`src/rtl/immgen_stage.sv`:
```
// immgen_stage: registered immediate-generation stage between decode and ID/EX.
// Extends the immediate of an incoming instruction (bits [31:7]) by format code,
// flags illegal codes, and buffers results in a 2-entry skid (M drives outputs,
// S catches one extra result) so in_ready_o never depends on out_ready_i.
// Optional build macro: IMMGEN_ERRCNT_EN adds err_cnt_o, a saturating 16-bit
// count of accepted inputs with an illegal format code.
module immgen_stage #(
  parameter int XLEN  = 32,
  parameter int TAG_W = 5
) (
  input  logic              clk_i,
  input  logic              rst_i,
  input  logic              flush_i,
  input  logic              in_valid_i,
  output logic              in_ready_o,
  input  logic [24:0]       in_instr_i,
  input  logic [3:0]        in_immsrc_i,
  input  logic [TAG_W-1:0]  in_tag_i,
  output logic              out_valid_o,
  input  logic              out_ready_i,
  output logic [XLEN-1:0]   out_imm_o,
  output logic [TAG_W-1:0]  out_tag_o,
  output logic              out_err_o
`ifdef IMMGEN_ERRCNT_EN
  ,
  output logic [15:0]       err_cnt_o
`endif
);

  typedef enum logic [1:0] {
    EMPTY = 2'd0,
    ONE   = 2'd1,
    FULL  = 2'd2
  } state_t;

  // Immediate extension; ins is indexed with the instruction's own bit numbers.
  // The unsigned B form is the 12-bit branch offset, without the sign bit i31.
  function automatic logic [XLEN-1:0] ext_imm(input logic [31:7] ins, input logic [3:0] src);
    logic [XLEN-1:0] v;
    v = '0;
    case (src)
      4'b0000: v = XLEN'($signed(ins[31:20]));
      4'b0001: v = XLEN'($signed({ins[31:25], ins[11:7]}));
      4'b0010: v = XLEN'($signed({ins[31], ins[7], ins[30:25], ins[11:8], 1'b0}));
      4'b0011: v = XLEN'($signed({ins[31], ins[19:12], ins[20], ins[30:21], 1'b0}));
      4'b0100: v = XLEN'(ins[31:20]);
      4'b0101: v = (XLEN == 32'sd32) ? XLEN'(ins[24:20]) : XLEN'(ins[25:20]);
      4'b0110: v = XLEN'({ins[7], ins[30:25], ins[11:8], 1'b0});
      4'b0111: v = XLEN'($signed({ins[31:12], 12'd0}));
      4'b1000: v = XLEN'(ins[19:15]);
      default: v = '0;
    endcase
    return v;
  endfunction

  state_t            state_r;
  logic              in_ready_r;
  logic              out_valid_r;
  logic [XLEN-1:0]   m_imm_r;
  logic [TAG_W-1:0]  m_tag_r;
  logic              m_err_r;
  logic [XLEN-1:0]   s_imm_r;
  logic [TAG_W-1:0]  s_tag_r;
  logic              s_err_r;

  logic [XLEN-1:0]   new_imm_s;
  logic              new_err_s;
  logic              in_fire_s;
  logic              out_fire_s;

  // Extend the incoming immediate and qualify both handshakes.
  always_comb begin
    new_imm_s  = ext_imm(in_instr_i, in_immsrc_i);
    new_err_s  = (in_immsrc_i > 4'b1000);
    in_fire_s  = in_valid_i & in_ready_r & ~flush_i;
    out_fire_s = out_valid_r & out_ready_i;
  end

  // Skid FSM: moves results through M and S in strict FIFO order.
  always_ff @(posedge clk_i) begin
    if (rst_i) begin
      state_r     <= EMPTY;
      in_ready_r  <= 1'b1;
      out_valid_r <= 1'b0;
      m_imm_r     <= '0;
      m_tag_r     <= '0;
      m_err_r     <= 1'b0;
      s_imm_r     <= '0;
      s_tag_r     <= '0;
      s_err_r     <= 1'b0;
    end else if (flush_i) begin
      // Data registers keep their contents; only occupancy is dropped.
      state_r     <= EMPTY;
      in_ready_r  <= 1'b1;
      out_valid_r <= 1'b0;
    end else begin
      case (state_r)
        EMPTY: begin
          if (in_fire_s) begin
            m_imm_r     <= new_imm_s;
            m_tag_r     <= in_tag_i;
            m_err_r     <= new_err_s;
            state_r     <= ONE;
            out_valid_r <= 1'b1;
          end
        end
        ONE: begin
          if (in_fire_s && out_fire_s) begin
            m_imm_r <= new_imm_s;
            m_tag_r <= in_tag_i;
            m_err_r <= new_err_s;
          end else if (in_fire_s) begin
            s_imm_r    <= new_imm_s;
            s_tag_r    <= in_tag_i;
            s_err_r    <= new_err_s;
            state_r    <= FULL;
            in_ready_r <= 1'b0;
          end else if (out_fire_s) begin
            state_r     <= EMPTY;
            out_valid_r <= 1'b0;
          end
        end
        FULL: begin
          if (out_fire_s) begin
            m_imm_r    <= s_imm_r;
            m_tag_r    <= s_tag_r;
            m_err_r    <= s_err_r;
            state_r    <= ONE;
            in_ready_r <= 1'b1;
          end
        end
        default: begin
          state_r     <= EMPTY;
          in_ready_r  <= 1'b1;
          out_valid_r <= 1'b0;
        end
      endcase
    end
  end

  assign in_ready_o  = in_ready_r;
  assign out_valid_o = out_valid_r;
  assign out_imm_o   = m_imm_r;
  assign out_tag_o   = m_tag_r;
  assign out_err_o   = m_err_r;

`ifdef IMMGEN_ERRCNT_EN
  logic [15:0] err_cnt_r;

  // Saturating count of accepted inputs carrying an illegal format code.
  always_ff @(posedge clk_i) begin
    if (rst_i) begin
      err_cnt_r <= 16'd0;
    end else if (in_fire_s && new_err_s && (err_cnt_r != 16'hFFFF)) begin
      err_cnt_r <= err_cnt_r + 16'd1;
    end
  end

  assign err_cnt_o = err_cnt_r;
`endif

endmodule

```
`config.mk`:
```
export PLATFORM = sky130hd
export DESIGN_NAME = immgen_stage
export DESIGN_NICKNAME = d
export VERILOG_FILES = /design/src/rtl/immgen_stage.sv
export SDC_FILE = /design/constraint.sdc
export NUM_CORES = 1
export LEC_CHECK = 0
export BUFFER_PORTS_ARGS = -buffer_cell sky130_fd_sc_hd__buf_2
export CAP_MARGIN = 25
export CORE_ASPECT_RATIO = 0.6
export CORE_MARGIN = 2
export CORE_UTILIZATION = 56
export CTS_CLUSTER_DIAMETER = 50
export DETAILED_ROUTE_END_ITERATION = 8
export PLACE_DENSITY = 0.78
export SYNTH_ARGS = -nofsm -noshare
export SYNTH_HDL_FRONTEND = slang
export SYNTH_SLANG_ARGS = --single-unit
```
`constraint.sdc`:
```
create_clock -name clk_i -period 3.7 [get_ports clk_i]
set_input_delay 0.74 -clock clk_i [delete_from_list [all_inputs] [get_ports clk_i]]
set_output_delay 0.74 -clock clk_i [all_outputs]
set_load 0.01 [all_outputs]
```
==> metrics.md, run 1 <==
| Metric | Value |
|---|---|
| Clk slew on worst S/H paths | around 0.080 ns |
| Final ANT Viol Nets | 0 |
| Synth area leader | dfxtp_1 |
| Worst path required time | between 3 and 4 ns |
| Crit. End Element | flip-flop |
| Arr. time, crit path | ~2.3 ns |
| Fillers | just over 500 |
| Final Max Tran Viols | 0 |
| Iter 0 DRT Violations | between 300 and 400 |
| Hold Path Stages | 2 |
| Gr usage total | 27.4% |
| End of the worst register-to-register path | out_tag_o[1]$_SDFFE_PP0P_ |
| Seq/Total Area, Yosys | between 40% and 50% |
| RD Place Congestion | 0.998 |
| Max rail drop VDD | approximately 0.24 mV |
| Synth Flop Type | dfxtp_1 |
| Clk Latency, worst-skew pair | between 0.3 and 0.4 ns |
| RSZ-0062 raised after global routing | false |
| Worst hold start | out_imm_o[20]$_SDFFE_PP0P_ |
| Setup TNS | 0 ns |
| Syn Std Cell Area | about 3600 um2 |
| Core ar. | 6140 um2 |
| Layout Area Growth over Synthesis | 18.1% |
| Crit-path max FO | 21 |
| Std cell rows | 22 |
| # port buffers | between 70 and 80 |
| CTS resizes | 0 |
| Vias in the first global route | around 3200 |
| # diodes | 0 |
| Largest cells by area after synthesis | dfxtp_1 (45%), nand2_1 (9.1%), a21oi_1 (7.6%) |
| Share of post-route cells with drive strength above 1 | between 20 and 25% |
| Dpl hpwl | 6050 um |
| Post-Syn Nets | 497 |
| Syn avg cell area | 7.81 um2 |
| First-pass GRT wire length | between 15000 and 20000 um |
| Setup Skew | 0.0125 ns |
| Worst-path cell with the longest stage delay | nor2_4 |
| Pre-CTS setup slack | roughly 1.2 ns |
| Final hold violations | 0 |
| Slew @ Worst Pin | 0.975 ns |
| Power density over the cells | 438 nW/um2 |
| Clock Tree Root | clkbuf_8 |
| Antenna violations before repair | 0 |
| WS Path Type | in -> reg |
| CP Launch Type | primary input |
| Final Hold Slack | around 0.45 ns |
| Via count | between 3000 and 4000 |
| Hold Buf Count CTS | 0 |
| DR pass1 iterations | 5 |
| Top cell type's share of synthesized area | between 40 and 50% |
| Post-synth cell types | 37 |
| Reg2reg start | state_r[0]$_SDFFE_PP0P_ |
| Total Wirelength | about 9000 um |
| Max_cap viols | 0 |
| Post-synth ARST share | 0% |
| Ports | 79 |
| Die Span X | around 110 um |
| Worst slew margin | a little over a third |
| WL per Instance | between 10 and 15 um |
| HP Class | reg -> reg |
| Worst setup path startpoint | out_ready_i |
| Worst path max stage delay | approximately 0.4 ns |
| Die footprint | just over 7000 um2 |
| Post-synthesis register bit count | 80 |
| CTS Sinks | 80 |
| FF-to-FF path depth | 6 |
| Fin util | 68.8% |
| Die Y | 65.9 um |
| Vias per cell | between 5 and 6 |
| Hold Crit Endpoint | out_imm_o[20]$_SDFFE_PP0P_ |
| Largest net degree at the start of global routing | 60 |
| Commonest cells after routing, fill and taps aside | nand2_1 (87), dfxtp_1 (80), buf_2 (78), nor2_1 (56), a21oi_1 (54) |
| Max Clock Freq | 479 MHz |
| Commonest non-fill, non-tap cell in the layout | nand2_1 |
| Status | finished, final reports clean |
| Ordered cell list for the critical path | buf_2, a21boi_2, o32a_1, nor2_4, buf_4, nor2_1, a311oi_1 |
| Post-CTS Setup Inserts | 0 |
| Post-Synthesis Cells | ~460 |
| Flop2flop setup slack | 1.65 ns |
| Final Cycle Share | between 50% and 60% |
| Lkg Pwr | 1.69 nW |
| CTS buffer count | 9 |
| Post-synth EDFFs | 0 |
| Initial core utilization | a little under 60% |
| CTS tree | done |
| Setup violations, final | 0 |
| Clock Path Buffers | 2 |
| Nets | between 500 and 600 |
| Synthesis warning total | 0 |
| GRT overflow | 0 |
| DRC | 0 |
| Worst setup margin | between 1.5 and 2 ns |
| Htree depth | 3 |
| Period minus WS final | approximately 2.1 ns |
-- layer usage --
layer	track usage (%)	vias up	routed length, um
li1	-	1724	-
met1	38.0	1604	4300
met2	41.5	129	3980
met3	8.77	6	698
met4	6.66	0	53
met5	0	-	0
-- logic make-up after synthesis --
group	after synthesis	share of synthesized area, %
flip-flops	80	44.8
AND/OR/NAND/NOR	191	23.4
AO/OA/AOI/OAI	137	25.3
buffers and inverters	48	5.84
multiplexers	2	0.595
-- state kept, by name, indices dropped and copies added, names as in the netlist --
name	cells
out_imm_o	32
out_tag_o	5
out_err_o	1
state_r	2
out_valid_o	1
in_ready_o	1
s_tag_r	5
s_imm_r	32
s_err_r	1
-- cell type report --
class	instances	area (um2)	share of cell area [%]
Clock buffer	10	128	3.02
Clock inverter	5	106	2.52
Inverter	6	22.5	0.533
Multi-Input combinational cell	330	1780	42.1
Sequential cell	80	1600	37.9
Tap cell	84	105	2.49
Timing Repair Buffer	88	482	11.4
-- per-stage QoR --
stage / std cells / power [W] / instance area (um2)
6_report: 603 / 0.00185 / 4220
5_1_grt: 603 / 0.00192 / 4220
4_1_cts: 602 / 0.00185 / 4200
3_5_place_dp: 587 / 0.00110 / 3970
3_3_place_gp: 586 / 0.00110 / 3960
2_1_floorplan: 458 / 0.00103 / 3580
-- where the power goes --
part | total (W) | internal, W | switching, W
Combinational | 0.000191 | 0.0000727 | 0.000118
Clock | 0.000764 | 0.000446 | 0.000318
Sequential | 0.000895 | 0.000883 | 0.0000118
-- worst max-delay path by stage --
stage,end,slack [ns]
after floorplan,out_imm_o[0]$_SDFFE_PP0P_,1.74
after global placement,out_imm_o[15]$_SDFFE_PP0P_,0.95
after detailed placement,s_imm_r[19]$_SDFFE_PP0P_,1.15
after CTS,s_imm_r[20]$_SDFFE_PP0P_,1.51
after global routing,out_imm_o[21]$_SDFFE_PP0P_,1.48
final,out_tag_o[1]$_SDFFE_PP0P_,1.61
-- synth_stat cells, types with 2 or more instances --
| library cell | count |
|---|---|
| o211ai_1 | 28 |
| dfxtp_1 | 80 |
| nor3b_1 | 2 |
| inv_1 | 6 |
| a211oi_1 | 21 |
| o21ai_0 | 6 |
| nand2_1 | 87 |
| nor3_1 | 9 |
| a311oi_1 | 11 |
| or2_2 | 5 |
| nor2_1 | 56 |
| buf_4 | 3 |
| nor2b_1 | 7 |
| nand2b_1 | 2 |
| clkbuf_1 | 25 |
| and2_1 | 2 |
| a21oi_1 | 54 |
| a22oi_1 | 8 |
| nand3_1 | 12 |
| nand3b_1 | 3 |
| a31oi_1 | 2 |
| buf_2 | 14 |
-- worst max-delay path, delay by kind of cell --
kind | cells | cell delay [ns]
AO/OA/AOI/OAI | 3 | 0.71
buffers and inverters | 2 | 0.42
AND/OR/NAND/NOR | 2 | 0.46
No activity file was read; power rests on OpenSTA's default activity.
==> run 2, diff against run 1 <==
CORE_UTILIZATION = 49   (was 56)
PLACE_DENSITY = 0.72   (was 0.78)
clock period = 1.7 ns   (was 3.7 ns; I/O delays follow)
==> metrics.md, run 2 (synthesis gave the netlist of run 1 again) <==
| Metric | Value |
|---|---|
| FF-to-FF path depth | 8 (was 6) |
| Layout Area Growth over Synthesis | 31.3% (was 18.1%) |
| CP Launch Type | flip-flop (was primary input) |
| DRC | 0 (unchanged) |
| WL per Instance | 16.7 um (was 15.0 um) |
| Setup TNS | -0.0256 ns (was 0 ns) |
| Max_cap viols | 0 (unchanged) |
| Final Cycle Share | 101% |
| GR peak layer | met2 (unchanged) |
| Lkg Pwr | 1.93 nW (was 1.69 nW) |
| RSZ-0062 raised after global routing | true (was false) |
| Die footprint | 8020 um2 (was 7060 um2) |
| Commonest cells after routing, fill and taps aside | nand2_1 (87), buf_2 (78), dfxtp_1 (77), a21oi_1 (54), nor2_1 (51) (was nand2_1 (87), dfxtp_1 (80), buf_2 (78), nor2_1 (56), a21oi_1 (54)) |
| Multi-input logic area | 1830 um2 (was 1780 um2) |
| Final hold violations | 0 (unchanged) |
| Worst setup margin | -0.0168 ns (was 1.61 ns) |
| Htree depth | 3 (unchanged) |
| Flop2flop setup slack | -0.02 ns (was 1.65 ns) |
| Iter 0 DRT Violations | 343 (was 329) |
| Crit-path max FO | 7 (was 21) |
| Hold Buf Count CTS | 0 (unchanged) |
| Grt met3 use | 6.16% (was 8.77%) |
| Period minus WS final | 1.72 ns |
| Reg2reg start | in_ready_o$_SDFFE_PP1P_ (was state_r[0]$_SDFFE_PP0P_) |
| Worst path max stage delay | 0.37 ns (was 0.40 ns) |
| Arr. time, crit path | 1.96 ns (was 2.34 ns) |
| Fin util | 65.4% (was 68.8%) |
| Antenna violations before repair | 0 (unchanged) |
| Commonest non-fill, non-tap cell in the layout | nand2_1 (unchanged) |
| Met2 Usage GRT | 39.0% (was 41.5%) |
| WS Path Type | reg -> reg (was in -> reg) |
| # port buffers | 78 (unchanged) |
| First-pass GRT wire length | 15800 um (was 15100 um) |
| Power density over the cells | 961 nW/um2 (was 438 nW/um2) |
| Buf+Inv Stages, Crit Path | 3 (was 2) |
| Cell family with most CP delay | compound AO/OA/AOI/OAI gates (unchanged) |
| DR pass1 iterations | 5 (unchanged) |
| Hold Crit Endpoint | s_tag_r[3]$_SDFFE_PP0P_ (was out_imm_o[20]$_SDFFE_PP0P_) |
| Core ar. | 7180 um2 (was 6140 um2) |
| Clk slew on worst S/H paths | 0.06 ns (was 0.08 ns) |
| Placed Instances | 615 (was 587) |
| Std cell rows | 24 (was 22) |
| Dpl hpwl | 6640 um (was 6050 um) |
| HP Class | in -> reg (was reg -> reg) |
| Initial core utilization | 49.8% (was 58.3%) |
| Worst-path cell with the longest stage delay | o32a_1 (was nor2_4) |
| Clock Path Buffers | 2 (unchanged) |
| Fillers | 631 (was 510) |
| Clk Latency, worst-skew pair | 0.34 ns (was 0.36 ns) |
| RD Place Congestion | 0.907 (was 0.998) |
| Ordered cell list for the critical path | nand2_1, o32a_1, buf_6, nor2_4, buf_12, clkbuf_16, nor2_1, a311oi_1 (was buf_2, a21boi_2, o32a_1, nor2_4, buf_4, nor2_1, a311oi_1) |
| Die Span X | 114 um (was 107 um) |
| GRT overflow | 0 (unchanged) |
| Crit. End Element | flip-flop (unchanged) |
| Total Wirelength | 10600 um (was 9030 um) |
| Hold Path Stages | 3 (was 2) |
| Worst slew margin | 69.6% (was 35.0%) |
| Final Max Tran Viols | 0 (unchanged) |
| # diodes | 0 (unchanged) |
| CTS tree | done (unchanged) |
| Die Y | 70.2 um (was 65.9 um) |
| Final non-filler cell total | 637 (was 603) |
| Worst path required time | 1.94 ns (was 3.95 ns) |
| Worst hold start | in_tag_i[3] (was out_imm_o[20]$_SDFFE_PP0P_) |
| Final Hold Slack | 0.251 ns (was 0.447 ns) |
| Setup Skew | 0.00848 ns (was 0.0125 ns) |
| Via count | 3691 (was 3463) |
| CTS buffer count | 9 (unchanged) |
| CTS Sinks | 80 (unchanged) |
| Largest net degree at the start of global routing | 39 (was 60) |
| End of the worst register-to-register path | out_imm_o[7]$_SDFFE_PP0P_ (was out_tag_o[1]$_SDFFE_PP0P_) |
| Vias per cell | 5.79 (was 5.74) |
| Setup violations, final | 3 (was 0) |
| Slew @ Worst Pin | 0.455 ns (was 0.975 ns) |
| Share of post-route cells with drive strength above 1 | 28.6% (was 22.4%) |
| Gr usage total | 25.1% (was 27.4%) |
| FF+latch area | 1610 um2 (was 1600 um2) |
| Status | complete, but fails checks (was finished, final reports clean) |
| Clock Tree Root | clkbuf_16 (was clkbuf_8) |
| GR Layer Usage met1 | 34.8% (was 38.0%) |
| Nets | 582 (was 554) |
| Max Clock Freq | approximately 580 MHz |
| Max rail drop VDD | 0.697 mV (was 0.238 mV) |
| Failing checks | setup timing |
| Vias in the first global route | 3268 (was 3230) |
| Ports | 79 (unchanged) |
| Final ANT Viol Nets | 0 (unchanged) |
[run 2: worst max-delay path by stage]
stage	start	endpoint	slack, ns	cells after the start
finish	in_ready_o$_SDFFE_PP1P_	out_imm_o[7]$_SDFFE_PP0P_	-0.02	8
floorplan	out_valid_o$_SDFFE_PP0P_	out_imm_o[0]$_SDFFE_PP0P_	0.02	7
global route	in_ready_o$_SDFFE_PP1P_	out_err_o$_SDFFE_PP0P_	-0.05	6
global placement	out_ready_i	out_tag_o[2]$_SDFFE_PP0P_	0.04	8
CTS	state_r[0]$_SDFFE_PP0P_	out_tag_o[4]$_SDFFE_PP0P_	0.007	7
detailed placement	out_ready_i	out_tag_o[4]$_SDFFE_PP0P_	-0.03	8
[run 2: worst register-to-register path, delay by kind of cell, from the launching register on]
family,cells,cell delay (ns)
DFF,1,0.36
buffers and inverters,3,0.45
AOI/OAI and AO/OA,2,0.59
and+or+nand+nor,3,0.21
[run 2: report_power, final]
group | switching [W] | internal, W
combinational | 0.000297 | 0.000227
sequential | 0.0000285 | 0.00192
clock | 0.000731 | 0.00130
[run 2: layout make-up]
class	count	area share (%)
Multi-Input combinational cell	330	38.9
Sequential cell	80	34.2
Timing Repair Buffer	116	17.3
Clock buffer	10	5.09
Tap cell	91	2.43
Clock inverter	4	1.49
Inverter	6	0.480
[run 2: what timing repair did]
| action | 4_1_cts | 5_1_grt |
|---|---|---|
| setup endpoints to repair | 4 | 35 |
| setup buffers | 0 | 3 |
| pin swaps | 3 | 21 |
| gates cloned | 0 | 5 |
| resized for setup | 2 | 18 |
[run 2: metal layers]
layer	routed length, um	vias to the layer above
met4	146	0
li1	-	1780
met5	0	-
met1	4960	1741
met2	4750	154
met3	750	16
[run 2: per-stage QoR]
step           setup slack, ns  total power (W)  instance area, um2
2_1_floorplan           0.0248          0.00225                3580
3_3_place_gp            0.0445          0.00243                4180
3_5_place_dp           -0.0311          0.00244                4180
4_1_cts                0.00687          0.00446                4500
5_1_grt                -0.0529          0.00465                4690
6_report               -0.0168          0.00451                4690
